<file path="src/rtl/sig_gen_pkg.sv">
// Shared types and constants for the waveform index sequencer.
package sig_gen_pkg;

    localparam int unsigned SAMPLES_PER_PERIOD = 200;
    localparam int unsigned SEG_LEN            = 50;
    localparam int unsigned IDX_W              = 8;
    localparam int unsigned PHASE_FRAC_W       = 8;

    typedef enum logic [1:0] {
        MODE_LOOP    = 2'd0,
        MODE_SEG     = 2'd1,
        MODE_ONESHOT = 2'd2
    } mode_e;

    typedef enum logic [1:0] {
        IDLE = 2'd0,
        RUN  = 2'd1,
        DONE = 2'd2
    } state_e;

    // Encoding 3 is reserved and behaves as full-table looping.
    function automatic mode_e decode_mode(input logic [1:0] m);
        case (m)
            2'd1:    return MODE_SEG;
            2'd2:    return MODE_ONESHOT;
            default: return MODE_LOOP;
        endcase
    endfunction

endpackage

</file>
<file path="src/rtl/sample_tick_div.sv">
// Programmable sample-rate divider: tick once every div+1 clocks while running.
module sample_tick_div #(
    parameter int unsigned DIV_W = 16
) (
    input  logic             clk,
    input  logic             rst,
    input  logic             clear,
    input  logic             run,
    input  logic [DIV_W-1:0] div,
    output logic             tick
);

    logic [DIV_W-1:0] cnt;

    // >= keeps the period bounded if div shrinks below the running count.
    assign tick = run && (cnt >= div);

    always_ff @(posedge clk) begin
        if (rst || clear) begin
            cnt <= '0;
        end else if (run) begin
            cnt <= tick ? '0 : cnt + DIV_W'(1);
        end
    end

endmodule

</file>
<file path="src/rtl/wave_index_gen.sv">
// Sample-index sequencer for the 200-entry waveform LUT: divider, 8.8 phase accumulator, mode FSM.
module wave_index_gen
    import sig_gen_pkg::*;
#(
    parameter int unsigned SAMPLES_PER_PERIOD = sig_gen_pkg::SAMPLES_PER_PERIOD,
    parameter int unsigned SEG_LEN            = sig_gen_pkg::SEG_LEN,
    parameter int unsigned DIV_W              = 16
) (
    input  logic             clk,
    input  logic             rst,
    input  logic             enable,
    input  logic             sync_restart,
    input  logic [1:0]       mode,
    input  logic [1:0]       seg_sel,
    input  logic [DIV_W-1:0] div,
    input  logic [15:0]      step,
    output logic [IDX_W-1:0] index,
    output logic             index_valid,
    output logic             wrap,
    output logic             done,
    output logic             busy
);

    localparam int unsigned PH_W = IDX_W + PHASE_FRAC_W;

    state_e          state;
    mode_e           mode_q;
    logic [1:0]      seg_q;
    logic [15:0]     step_q;
    logic [PH_W-1:0] phase;
    logic            wrap_pending;

    logic             tick;
    logic             div_clear;
    logic [IDX_W-1:0] span;
    logic [IDX_W-1:0] base;
    logic [PH_W-1:0]  step_eff;
    logic [PH_W:0]    acc;
    logic [PH_W:0]    span_fx;
    logic             adv_wrap;
    logic [PH_W-1:0]  phase_next;

    assign div_clear = (state != RUN) || sync_restart;

    sample_tick_div #(
        .DIV_W(DIV_W)
    ) u_div (
        .clk  (clk),
        .rst  (rst),
        .clear(div_clear),
        .run  (state == RUN),
        .div  (div),
        .tick (tick)
    );

    always_comb begin
        span       = (mode_q == MODE_SEG) ? IDX_W'(SEG_LEN) : IDX_W'(SAMPLES_PER_PERIOD);
        base       = (mode_q == MODE_SEG) ? IDX_W'(seg_q) * IDX_W'(SEG_LEN) : '0;
        step_eff   = (step_q[15:8] >= span) ? {span - IDX_W'(1), 8'hFF} : step_q;
        acc        = {1'b0, phase} + {1'b0, step_eff};
        span_fx    = {1'b0, span, 8'h00};
        adv_wrap   = (acc >= span_fx);
        phase_next = adv_wrap ? PH_W'(acc - span_fx) : acc[PH_W-1:0];
    end

    always_ff @(posedge clk) begin
        if (rst) begin
            state        <= IDLE;
            mode_q       <= MODE_LOOP;
            seg_q        <= '0;
            step_q       <= '0;
            phase        <= '0;
            wrap_pending <= 1'b0;
            index        <= '0;
            index_valid  <= 1'b0;
            wrap         <= 1'b0;
            done         <= 1'b0;
            busy         <= 1'b0;
        end else begin
            index_valid <= 1'b0;
            wrap        <= 1'b0;
            done        <= 1'b0;
            case (state)
                IDLE: begin
                    if (enable) begin
                        state        <= RUN;
                        busy         <= 1'b1;
                        phase        <= '0;
                        wrap_pending <= 1'b0;
                        mode_q       <= decode_mode(mode);
                        seg_q        <= seg_sel;
                        step_q       <= step;
                    end
                end
                RUN: begin
                    if (!enable) begin
                        state <= IDLE;
                        busy  <= 1'b0;
                    end else if (sync_restart) begin
                        phase        <= '0;
                        wrap_pending <= 1'b0;
                        mode_q       <= decode_mode(mode);
                        seg_q        <= seg_sel;
                        step_q       <= step;
                    end else if (tick) begin
                        // One-shot ends on the tick that would emit the wrapped sample.
                        if (mode_q == MODE_ONESHOT && wrap_pending) begin
                            state <= DONE;
                            busy  <= 1'b0;
                            done  <= 1'b1;
                        end else begin
                            index        <= base + phase[PH_W-1:PHASE_FRAC_W];
                            index_valid  <= 1'b1;
                            wrap         <= wrap_pending;
                            phase        <= phase_next;
                            wrap_pending <= adv_wrap;
                            if (adv_wrap && mode_q != MODE_ONESHOT) begin
                                mode_q <= decode_mode(mode);
                                seg_q  <= seg_sel;
                                step_q <= step;
                            end
                        end
                    end
                end
                DONE: begin
                    if (!enable) begin
                        state <= IDLE;
                    end
                end
                default: begin
                    state <= IDLE;
                    busy  <= 1'b0;
                end
            endcase
        end
    end

endmodule

</file>
<file path="config.mk">
export PLATFORM = sky130hd
export DESIGN_NAME = wave_index_gen
export DESIGN_NICKNAME = d
export VERILOG_FILES = /design/src/rtl/sig_gen_pkg.sv /design/src/rtl/sample_tick_div.sv /design/src/rtl/wave_index_gen.sv
export SDC_FILE = /design/constraint.sdc
export NUM_CORES = 1
export LEC_CHECK = 0
export CORE_UTILIZATION = 57
export CTS_BUF_LIST = sky130_fd_sc_hd__clkbuf_4
export DETAILED_ROUTE_END_ITERATION = 8
export GPL_TIMING_DRIVEN = 1
export PLACE_DENSITY = 0.92
export SYNTH_ARGS = -nofsm -noshare
export SYNTH_HDL_FRONTEND = slang
export SYNTH_SLANG_ARGS = --single-unit
</file>
<file path="constraint.sdc">
create_clock -name clk -period 6.4 [get_ports clk]
set_input_delay 0.64 -clock clk [delete_from_list [all_inputs] [get_ports clk]]
set_output_delay 0.64 -clock clk [all_outputs]
set_load 0.03 [all_outputs]
</file>
==> results.sh <==
export IMPL_clock_sinks=67
export IMPL_area_delta_synth_final_pct=16.2
export IMPL_mappedNetlistArea_um2=4640
export IMPL_sequentialPowerShare=0.473
export IMPL_synth_top_area_frac=0.289
export IMPL_yosysWarningCount=0
export IMPL_route_detailed_drc=0
export IMPL_cts_buffer_depth=2
export IMPL_clock_latency_ns=0.44
export IMPL_reg2reg_from="mode_q[1]$_SDFFE_PP0P_"
export IMPL_skew_ns=0.0275
export IMPL_vias_per_cell=5.93
export IMPL_die_y_um=92.2
export IMPL_hold_viol_final=0
export IMPL_post_route_period_util=0.898
export IMPL_worstHoldStart="mode_q[1]$_SDFFE_PP0P_"
export IMPL_path_clk_slew_ns=0.11
export IMPL_cts_hold_buf=0
export IMPL_ys_seq_area_frac=0.289
export IMPL_ys_ff_latch=67
export IMPL_dp_hpwl_um=8240
export IMPL_ir_drop_mv=0.127
export IMPL_placed_cells=692
export IMPL_port_buffers=51
export IMPL_max_freq_ghz=0.174
export IMPL_core_rowCount=32
export IMPL_fin_hold_ws_ns=0.491
export IMPL_cts_tree="built"
export IMPL_yosysMostFrequentCell="nor2_1"
export IMPL_swShare=0.271
export IMPL_numCtsBuffers=9
export IMPL_final_nets=689
export IMPL_async_flop_share=0
export IMPL_worstSetupEndpointType="register"
export IMPL_synthTopCellsByArea="dfxtp_1 29%, ha_1 12%, nor2_1 5.9%"
export IMPL_path_class="reg -> reg"
export IMPL_synth_cell_types=64
export IMPL_p_per_area_nw_per_um2=171
export IMPL_p_sw_w=0.000250
export IMPL_start_kind="register"
export IMPL_p_int_w=0.000672
export IMPL_antenna_found_initial=0
export IMPL_synth_edf_count=0
export IMPL_ctsResizeCount=0
export IMPL_slew_viol_final=0
export IMPL_dpl_cell_area_um2=5230
export IMPL_core_area_um2=7810
export IMPL_r2r_setup_slack_ns=0.66
export IMPL_drive_gt1_frac=0.0693
export IMPL_finalWeightedCongestion=0.942
export IMPL_rsz0062_at_grt="no"
export IMPL_vias=4201
export IMPL_cp_data_required_time_ns=6.71
export IMPL_synth_fp_nets=639
export IMPL_min_period_ns=5.74
export IMPL_synth_flop_cell="dfxtp_1"
export IMPL_postRouteAntennaNets=0
export IMPL_crit_start="mode_q[1]$_SDFFE_PP0P_"
export IMPL_worst_pin_slew_ns=0.850
export IMPL_syn_instance_count=551
export IMPL_final_area_um2=5390
export IMPL_tns_ns=0
export IMPL_clkPwrFrac=0.351
export IMPL_hp_class="reg -> reg"
export IMPL_setup_violations=0
export IMPL_grt_pass1_vias=4200
export IMPL_cts_setup_buffers=0
export IMPL_synthTopCellsByCount="73 x nor2_1, 67 x dfxtp_1, 46 x ha_1"
export IMPL_first_pass_iters=5
export IMPL_drv_cap=0
export IMPL_yosysTopAreaCell="dfxtp_1"
export IMPL_avgSynthCellArea_um2=8.42
export IMPL_comb_power_share=0.176
export IMPL_wire_per_inst_um=15.2
export IMPL_fp_dieW_um=92.2
export IMPL_grt_max_degree=44
export IMPL_drt_iter0_drc=276
export IMPL_crit_arrival_ns=6.06
export IMPL_slew_headroom=0.433
export IMPL_layoutNonFillerInstCount=709
export IMPL_start_util=0.594
export IMPL_dieArea_um2=8500
export IMPL_root_buffer="clkbuf_4"
export IMPL_totalWireLength_um=10800
export IMPL_leakage_nw=2.42
export IMPL_cts_max_level=3
export IMPL_grt_usage=0.275
export IMPL_num_io_pins=52
export IMPL_grt_overflow_total=0
export IMPL_status="complete, no violations"
export IMPL_grt_pass1_wl_um=18600
export IMPL_path_max_fanout=22
registers in the layout (all words and copies together) (netlist names):
name,count
index_valid,1
u_div.cnt,16
mode_q,2
phase,16
step_q,16
state,2
seg_q,2
busy,1
wrap,1
wrap_pending,1
done,1
index,8
layout make-up:
type,count,area [µm²]
multi-input cells,428,3060
fillers,619,2420
flip-flops and latches,67,1340
repair buffers,56,548
inverters,39,146
well taps,102,128
clock buffers,11,82.6
clock inverters,5,77.6
diodes,1,2.50
cells by family (layout without fill, tap and decap cells):
family | Yosys count | count (layout) | synth area share
AO/OA/AOI/OAI | 123 | 123 | 0.193
multiplexers | 28 | 28 | 0.0615
flip-flops | 67 | 67 | 0.289
AND/OR/NAND/NOR | 190 | 190 | 0.199
adder cells (fa/ha/maj) | 49 | 49 | 0.135
buffers and inverters | 56 | 111 | 0.0505
other | 0 | 1 | 0
XOR/XNOR | 38 | 38 | 0.0718
layout by cell type, fill, tap and decap left out, types with 5 or more instances in the layout:
cell type,instances
nor2_1,73
dfxtp_1,67
clkdlybuf4s50_1,51
ha_1,46
inv_1,39
nand2_1,33
a21oi_1,27
mux2i_1,27
xnor2_1,20
xor2_1,18
a21o_1,13
nand3_1,12
o21ai_0,11
clkbuf_4,11
o21ai_1,9
nor3_1,9
or2_2,9
nand4_1,9
nand2b_1,8
and2_1,8
a211oi_1,8
a22oi_1,8
o21a_1,6
nor2b_1,6
and3_1,6
buf_4,5
metal layers:
| layer | vias up | routed length [µm] | global-route usage |
|---|---|---|---|
| met3 | 31 | 642 | 0.0597 |
| li1 | 2056 | - | - |
| met1 | 1957 | 4620 | 0.321 |
| met2 | 157 | 5240 | 0.488 |
| met5 | - | 0 | 0 |
| met4 | 0 | 263 | 0.107 |
worst max-delay path: stages (launching register included):
cell and delay, ns:
dfxtp_1 0.38, nand2b_1 0.26, ha_1 0.28, o21a_1 0.10
o21ai_0 0.14, nand3b_1 0.13, nand2_1 0.19, nand2_1 0.22
or2_2 0.35, ha_1 0.34, nor3_1 0.43, nor4_1 0.11
a221oi_2 0.32, o21bai_1 0.10, a21oi_1 0.18, xnor2_1 0.17
ha_1 0.33, a211oi_1 0.26, nand3_1 0.25, a31oi_1 0.27
a21boi_4 0.19, buf_4 0.33, mux2i_1 0.23, nor2_1 0.06
per-stage QoR:
stage	power, W	util	setup WS, ns
after global placement	0.000599	0.669	1.04
after global routing	0.000966	0.690	0.191
after detailed placement	0.000606	0.669	0.736
final	0.000922	0.690	0.656
after CTS	0.000928	0.690	0.714
after floorplan	0.000557	-	0.939
path summary, 6_finish.rpt:
check	cells after the start	to
max	23	step_q[13]$_SDFFE_PP0P_
min	2	mode_q[1]$_SDFFE_PP0P_
max reg2reg	23	step_q[13]$_SDFFE_PP0P_
min reg2reg	2	mode_q[1]$_SDFFE_PP0P_
power groups by stage:
| stage | combinational [W] | clock [W] | sequential (W) |
|---|---|---|---|
| final | 0.000163 | 0.000324 | 0.000436 |
| after global routing | 0.000180 | 0.000348 | 0.000438 |
| after CTS | 0.000162 | 0.000330 | 0.000436 |
| after detailed placement | 0.000161 | 0 | 0.000445 |
| after global placement | 0.000154 | 0 | 0.000445 |
| after floorplan | 0.000114 | 0 | 0.000443 |
(Power assumes the default switching activity.)
